`config.mk`:
```
export PLATFORM = sky130hd
export DESIGN_NAME = multicycle_cpu
export DESIGN_NICKNAME = d
export VERILOG_FILES = /design/src/rtl/multicycle_cpu.sv
export SDC_FILE = /design/constraint.sdc
export NUM_CORES = 1
export LEC_CHECK = 0
export CAP_MARGIN = 20
export CORE_MARGIN = 2
export CORE_UTILIZATION = 31
export DETAILED_ROUTE_END_ITERATION = 8
export GPL_TIMING_DRIVEN = 0
export HOLD_SLACK_MARGIN = 0.15
export PLACE_DENSITY_LB_ADDON = 0.2
export SLEW_MARGIN = 20
export SYNTH_ARGS = -nofsm -noshare
export SYNTH_HDL_FRONTEND = slang
export SYNTH_SLANG_ARGS = --single-unit
```
`constraint.sdc`:
```
create_clock -name clk -period 6.5 [get_ports clk]
set_input_delay 1.3 -clock clk [delete_from_list [all_inputs] [get_ports clk]]
set_output_delay 1.3 -clock clk [all_outputs]
set_load 0.05 [all_outputs]
```
`src/rtl/multicycle_cpu.sv`:
```
// Multi-cycle CPU: 16-bit instructions executed through a FETCH/EXEC/MEM state machine over one
// shared single-port memory. Defining MULTICYCLE_CPU_MUL_EN turns opcode 0xD into an unsigned MUL.
module multicycle_cpu #(
  parameter int DATA_W = 16,
  parameter int ADDR_W = 8,
  parameter int REG_N  = 8
) (
  input  logic              clk,
  input  logic              reset,
  input  logic [DATA_W-1:0] data_out,
  output logic              rw_enable,
  output logic [ADDR_W-1:0] address,
  output logic [DATA_W-1:0] data_in,
  output logic              halted
);

  typedef enum logic [1:0] {S_FETCH, S_EXEC, S_MEM, S_HLT} state_t;
  typedef enum logic [3:0] {
    OP_ADD = 4'h0, OP_SUB, OP_AND, OP_OR, OP_XOR, OP_SHL, OP_SHR, OP_SLT,
    OP_ADDI, OP_LD, OP_ST, OP_BEQ, OP_JMP, OP_MUL, OP_NOP, OP_HALT
  } op_t;

  state_t            state;
  logic [15:0]       ir;
  logic [ADDR_W-1:0] pc;
  logic [DATA_W-1:0] regs [REG_N];

  op_t               op;
  logic [2:0]        rd_idx, rs1_idx, rs2_idx;
  logic [DATA_W-1:0] rd_val, rs1_val, rs2_val, imm;
  logic              rd_ok;
  logic [ADDR_W-1:0] eff_addr, next_pc;
  logic [DATA_W-1:0] exec_res;
  logic              exec_wr;

  assign op      = op_t'(ir[15:12]);
  assign rd_idx  = ir[11:9];
  assign rs1_idx = ir[8:6];
  assign rs2_idx = ir[5:3];
  assign imm     = {{(DATA_W-6){ir[5]}}, ir[5:0]};

  // r0 and indices beyond REG_N read as zero and swallow writes.
  assign rd_val  = (rd_idx  != 3'd0 && int'(rd_idx)  < REG_N) ? regs[rd_idx]  : '0;
  assign rs1_val = (rs1_idx != 3'd0 && int'(rs1_idx) < REG_N) ? regs[rs1_idx] : '0;
  assign rs2_val = (rs2_idx != 3'd0 && int'(rs2_idx) < REG_N) ? regs[rs2_idx] : '0;
  assign rd_ok   = (rd_idx != 3'd0) && (int'(rd_idx) < REG_N);

  assign eff_addr = rs1_val[ADDR_W-1:0] + imm[ADDR_W-1:0];

  // NOTE: every output of this block gets a default first, so no latch is inferred.
  always_comb begin
    exec_res = '0;
    exec_wr  = 1'b0;
    next_pc  = pc;
    case (op)
      OP_ADD:  begin exec_res = rs1_val + rs2_val;          exec_wr = 1'b1; end
      OP_SUB:  begin exec_res = rs1_val - rs2_val;          exec_wr = 1'b1; end
      OP_AND:  begin exec_res = rs1_val & rs2_val;          exec_wr = 1'b1; end
      OP_OR:   begin exec_res = rs1_val | rs2_val;          exec_wr = 1'b1; end
      OP_XOR:  begin exec_res = rs1_val ^ rs2_val;          exec_wr = 1'b1; end
      OP_SHL:  begin exec_res = rs1_val << rs2_val[3:0];    exec_wr = 1'b1; end
      OP_SHR:  begin exec_res = rs1_val >> rs2_val[3:0];    exec_wr = 1'b1; end
      OP_SLT:  begin
        exec_res = {{(DATA_W-1){1'b0}}, ($signed(rs1_val) < $signed(rs2_val))};
        exec_wr  = 1'b1;
      end
      OP_ADDI: begin exec_res = rs1_val + imm;              exec_wr = 1'b1; end
      // pc already points past the branch, so the offset is applied to it directly.
      OP_BEQ:  if (rd_val == rs1_val) next_pc = pc + imm[ADDR_W-1:0];
      OP_JMP:  next_pc = ir[ADDR_W-1:0];
`ifdef MULTICYCLE_CPU_MUL_EN
      OP_MUL:  begin exec_res = rs1_val * rs2_val;          exec_wr = 1'b1; end
`endif
      default: ;
    endcase
  end

  // A write to memory happens only in the ST MEM cycle; reset drops it at once.
  assign rw_enable = !(reset && state == S_MEM && op == OP_ST);
  assign data_in   = (state == S_MEM && op == OP_ST) ? rd_val : '0;

  // NOTE: sequential state uses non-blocking assignments so all registers update together.
  always_ff @(posedge clk or negedge reset) begin
    if (!reset) begin
      state   <= S_FETCH;
      pc      <= '0;
      ir      <= '0;
      address <= '0;
      halted  <= 1'b0;
      // NOTE: the register file is small and must read zero after reset, so it is reset explicitly.
      for (int i = 0; i < REG_N; i++) regs[i] <= '0;
    end else begin
      unique case (state)
        S_FETCH: begin
          ir    <= data_out[15:0];
          pc    <= pc + ADDR_W'(1);
          state <= S_EXEC;
        end
        S_EXEC: begin
          if (exec_wr && rd_ok) regs[rd_idx] <= exec_res;
          pc <= next_pc;
          if (op == OP_LD || op == OP_ST) begin
            address <= eff_addr;
            state   <= S_MEM;
          end else if (op == OP_HALT) begin
            address <= pc;
            halted  <= 1'b1;
            state   <= S_HLT;
          end else begin
            address <= next_pc;
            state   <= S_FETCH;
          end
        end
        S_MEM: begin
          if (op == OP_LD && rd_ok) regs[rd_idx] <= data_out;
          address <= pc;
          state   <= S_FETCH;
        end
        S_HLT: ;
      endcase
    end
  end

endmodule

```
## Word-level counts from Yosys, hierarchy flattened

Index checks and enable logic that the tools add are counted.

| storage, ports and cells | value |
|---|---|
| flip-flop bits (word level) | 163 |
| bits in latches | 0 |
| bits in writable memories | 0 |
| ROM bits | 0 |
| bits of input ports | 18 |
| output and inout bits | 26 |
| logic and storage cells | 101 |
| memories kept | 0 |

| cells by class | value |
|---|---|
| add/subtract/negate cells | 6 |
| $mul | 0 |
| divide/modulo/power cells | 0 |
| $lt $le $gt $ge | 5 |
| eq/ne operators | 18 |
| shift-type cells | 2 |
| multiplexer cells | 31 |
| bitwise logic cells | 7 |
| reductions and logical operators | 19 |

Operator list:

| operator | count |
|---|---|
| bitwise mux 128 bit | 2 |
| 2-to-1 mux 128 bit | 2 |
| one-hot mux 128 bit (2 select lines) | 1 |
| 2-to-1 mux 16 bit | 11 |
| binary-select mux 16 bit (select 3 bit) | 3 |
| one-hot mux 16 bit (9 select lines) | 1 |
| demux 16 bit (select 3 bit) | 1 |
| one-hot mux 8 bit (2 select lines) | 3 |
| adder 16 bit | 2 |
| equality test 4 bit, second input constant | 6 |
| 2-to-1 mux 8 bit | 3 |
| adder 8 bit | 2 |
| bitwise AND 16 bit | 1 |
| equality test 16 bit | 1 |
| equality test 4 x 3 -> 1 bit, second input constant | 4 |
| < comparator 16 bit | 1 |
| OR 16 bit | 1 |
| << shifter 16 x 4 -> 16 bit | 1 |
| >> shifter 16 x 4 -> 16 bit | 1 |
| subtractor 16 bit | 1 |
| XOR 16 bit | 1 |
| >= comparator 4 bit, second input constant | 3 |
| NOT 3 -> 4 bit | 3 |
| nonzero test 3 bit | 4 |
| 20 further kinds | 29 |

## Depth between registers and ports, before layout

| depth | value |
|---|---|
| depth in word-level cells | 11 |
| depth in mapped cells | 19 |
| gate-level depth less buffers | 15 |

## Least setup slack after synthesis

OpenSTA, ideal clock, no wires.

| timing path | value |
|---|---|
| path kind | register to register |
| from | register ir[3] |
| to | register regs[46] in the netlist's numbering |
| library setup time | 0.125 ns |
| arrival | 4.341 ns |
| required time | 6.375 ns |
| slack | 2.035 ns |
| stages on the path, launching flop included | 15 |
| path buffers | 3 |
| cell sequence | dfrtp_1 > buf_4 > buf_1 > buf_1 > mux4_2 > o21ai_0 > ha_1 > a2111o_1 > o2111a_1 > o211ai_1 > mux2i_1 > o22ai_1 > nor4_1 > a21oi_2 > mux2_2 |

| between the ends | value |
|---|---|
| word-level cells in the longest chain between the ends | 10 |
| elaborated cells between the ends (all ways) | 18 |

Ends and longest elaborated chain:

| item | RTL line | RTL |
|---|---|---|
| from (decl) | 24 | `logic [15:0] ir;` |
| from (signal assigned) | 95 | `ir <= data_out[15:0];` |
| NOT 3 -> 4 bit (not written as such) | 45 | `assign rs2_val = (rs2_idx != 3'd0 && int'(rs2_idx) < REG_N) ? regs[rs2_idx] : '0;` |
| binary-select mux 16 bit (select 3 bit) | 45 |  |
| 2-to-1 mux 16 bit (not written as such) (2 in series) | 45 |  |
| 2-to-1 mux 16 bit | 45 |  |
| subtractor 16 bit (tied with other cells) | 57 | `OP_SUB: begin exec_res = rs1_val - rs2_val; exec_wr = 1'b1; end` |
| one-hot mux 16 bit (9 select lines) (*) | 55 | `case (op)` |
| bitwise mux 128 bit (*) | 100 | `if (exec_wr && rd_ok) regs[rd_idx] <= exec_res;` |
| 2-to-1 mux 128 bit (*) | 100 |  |
| one-hot mux 128 bit (2 select lines) (*) | 93 | `unique case (state)` |
| to (signal, indexed assignment) | 100 |  |
| to (signal, indexed assignment) | 115 | `if (op == OP_LD && rd_ok) regs[rd_idx] <= data_out;` |
| to (decl) | 26 | `logic [DATA_W-1:0] regs [REG_N];` |

Mark *: on every way between the ends. The rest lies on a longest branch, timed or not. The select of a mux whose other input is x is not followed.
A chain may end at the register's enable or synchronous reset.

## Worst setup path after layout

| timing path | value |
|---|---|
| from | register ir[4] |
| to | register regs[30] in the netlist's numbering |

The elaborated chain is that of the path after synthesis.

==> out/results.tsv <==
stage	metric	value	unit
outcome	status	finished clean	
setup_path	cp_cell_sequence	buf_2 > buf_1 > clkbuf_1 > mux4_2 > o21ai_0 > ha_1 > inv_1 > nor2_1 > a22oi_1 > nor2_1 > or4_1 > nor4_1 > a21oi_2 > mux2_2	
die	die_x	217.0	um
global_route	grt_use_total	27.82	%
clock_network	postCtsSetupRepairBufs	0	
clock_network	clockBufferDepth	2	
global_route	grt_max_degree	78	
synth	netlist_area	14070	um^2
synth	ys_ff_latch	147	
synth	synth_edf_count	0	
synth	ys_seq_area_share	26.15	%
clock_network	clock_sinks	147	
sta	report.final.slew_viol_count	0	
layout	finalCoreUtilization	35.52	%
synth	syn_nets	1679	
layout	areaGrowthSynthToFinish	13.85	%
clock_network	clk_latency	0.47	ns
sta	fin_crit_sh	97.73	%
worst_hold_path	whs_path_depth	1	
synth	ys_warn_count	0	
die	core_area	45090	um^2
setup_path	cp_num_buf_inv	4	
setup_path	path_common_cell	nor2_1	
clock_network	cts_tree	done	
global_route	met3_usage	6.373	%
sta	period_needed	6.352	ns
sta	hold_viol_final	0	
sta	maxSlewHeadroom	23.70	%
routing	drcViolationCount	0	
sta	worst_slew_pin_slew	1.116	ns
synth	synth_top_flop_cell	dfrtp_1	
die	rows	78	
setup_path	worstSetupStartpointType	register	
sta	rsz0062_at_grt	no	
die	initial_utilization	31.20	%
worst_hold_path	hold_start	halted	
sta	fmax	157.4	MHz
setup_path	r2r_cells	14	
global_route	grt_pass1_wl	94.76	mm
global_route	busiest_layer	met2	
global_route	grt-ovfl-total	0	
die	die_y	217.0	um
worst_hold_path	holdPathEnd	halted	
global_route	met1_usage	37.54	%
synth	syn_inst	1574	
setup_path	rrSetupSlack	0.15	ns
routing	ant_nets	0	
routing	dr.pass1.iters	6	
setup_path	cp.required	6.85	ns
setup_path	cp.arrival	6.70	ns
sta	setup_viol	0	
sta	finalClockSkew	0.01412	ns
global_route	grt_use_met2	42.29	%
setup_path	critical-path-top-delay-family	buffers and inverters	
clock_network	h-tree-depth	4	
routing	via_per_inst	6.154	
layout	drive_above_1_share	14.62	%
run	drv_cap	0	
setup_path	slowest_stage	o21ai_0	
setup_path	r2r_start	ir[4]	
global_route	antenna_found_initial	1	
placement	gp_congestion	0.9833	
synth	async_flop_share	100.0	%
placement	dpl.hpwl	49.84	mm
routing	drt_iter0_drc	1582	
setup_path	cpPeakStageDelay	0.82	ns
setup_path	crit_path_end_kind	register	
global_route	grt_pass1_vias	13380	
layout	nNetsFinal	1747	
setup_path	worstPathMaxFanout	10	
die	pin_count	44	
synth	avgSynthCellArea	8.938	um^2
clock_network	root_buffer	clkbuf_16	
routing	dr_total_vias	13890	
clock_network	cts_inserted_buffers	17	
worst_hold_path	hold_path.class	reg2reg	
setup_path	r2r_end	regs[30]	
synth	ys_types	94	
setup_path	path_class	reg2reg	
clock_network	clk_pin_slew	0.07	ns
die	die_area	47100	um^2
routing	drt_wl_total	66.18	mm
placement	port-buffer-count	43	
routing	wl_per_cell	29.32	um
## stage by stage
step / cell area (um^2) / hold slack (ns) / instances / setup WS [ns] / TNS (ns)
5_1_grt: 16010 / 0.5216 / 2255 / 0.009476 / 0
2_1_floorplan: 14070 / 0.4765 / 1574 / 2.035 / 0
3_5_place_dp: 15340 / 0.4513 / 2222 / -0.4722 / -4.012
3_3_place_gp: 15250 / 0.4528 / 2217 / -3.685 / -363.08
6_report: 16020 / 0.4719 / 2257 / 0.1477 / 0
4_1_cts: 15990 / 0.4702 / 2254 / 0.04772 / 0
## registers in the layout (all words and copies together) (netlist names)
signal and count:
address 8, halted 1, ir 16, pc 8, regs 112, state 2
## repair_timing
| item | CTS | global route |
|---|---|---|
| endpoints found under the hold margin | 0 | 0 |
| gates resized for setup | 7 | 5 |
| hold buffers | 0 | 0 |
| endpoints found under the setup margin | 21 | 21 |
| gates cloned | 0 | 0 |
## logic make-up after synthesis
family                     after synthesis  share of synthesized area [%]
muxes                                  231                          19.35
AOI/OAI and AO/OA                      476                          24.22
xor gates and xnor gates                48                          2.988
DFF                                    147                          26.15
buffers and inverters                  160                          5.185
and+or+nand+nor                        425                          14.16
adders and majority gates               87                          7.951
## Yosys cell counts (17+ instances only)
| library cell | n | area [um^2] |
|---|---|---|
| nand3_1 | 19 | 95.09 |
| and2_1 | 19 | 118.9 |
| o21ai_0 | 128 | 640.6 |
| a21oi_1 | 59 | 295.3 |
| nand2_1 | 155 | 581.8 |
| clkbuf_1 | 62 | 232.7 |
| a22oi_1 | 21 | 157.7 |
| mux4_2 | 22 | 495.5 |
| mux2i_1 | 101 | 1011 |
| nor3_1 | 33 | 165.2 |
| inv_1 | 54 | 202.7 |
| nor2b_1 | 21 | 131.4 |
| nor2_1 | 105 | 394.1 |
| xnor2_1 | 34 | 297.8 |
| dfrtp_1 | 147 | 3679 |
| mux2_2 | 107 | 1205 |
| o211ai_1 | 17 | 127.6 |
| nand2b_1 | 17 | 106.4 |
| a31oi_1 | 19 | 118.9 |
| a221o_1 | 25 | 250.2 |
| o31ai_1 | 17 | 127.6 |
| a22o_1 | 22 | 192.7 |
| a221oi_1 | 23 | 201.4 |
| ha_1 | 83 | 1039 |
| a211oi_1 | 23 | 172.7 |
## worst reg2reg max path, delay by kind of cell (launching register included)
family | cells | cell delay, ns
buffers and inverters | 4 | 1.96
and+or+nand+nor | 4 | 1.33
DFF | 1 | 0.46
muxes | 2 | 0.78
AOI/OAI and AO/OA | 3 | 1.27
adders and majority gates | 1 | 0.44
## cell usage in the layout, fill, tap and decap left out, drive strengths merged, types with 25 or more instances in the layout
cell           instances
o21ai                133
a221oi                32
nand2                156
nor2                 106
clkbuf                83
xnor2                 34
dfrtp                147
a221o                 25
ha                    83
buf                   47
mux2                 108
a21oi                 60
inv                   62
mux2i                101
nor3                  33
clkdlybuf4s50         42
## worst max path at each step
| stage | from | endpoint | slack, ns | depth (start not counted) |
|---|---|---|---|---|
| finish | ir[4] | regs[30] | 0.15 | 14 |
| detailed placement | ir[3] | regs[30] | -0.47 | 16 |
| CTS | ir[4] | regs[30] | 0.05 | 17 |
| global placement | reset | rw_enable | -3.69 | 3 |
| global route | ir[3] | regs[102] | 0.009 | 17 |
| floorplan | ir[3] | regs[46] | 2.03 | 14 |
## layout make-up
| class | instances | area [um^2] |
|---|---|---|
| Multi-Input combinational cell | 1267 | 9699 |
| Inverter | 56 | 210.2 |
| Sequential cell | 147 | 3679 |
| Antenna cell | 2 | 5.005 |
| Buffer | 104 | 533.0 |
| Clock buffer | 20 | 466.7 |
| Clock inverter | 12 | 165.2 |
| Fill cell | 4745 | 29070 |
| Timing Repair Buffer | 49 | 508.0 |
| Tap cell | 600 | 750.7 |
## metal layers
metal,vias to the layer above,part of all wire [%]
met2,794,43
met1,6887,43
met4,0,4.6
met3,163,9.2
met5,-,0
li1,6046,-
Power is left out: the tool's default activity adds up to more than one toggle a clock period on the data nets, which glitch-free logic cannot reach.
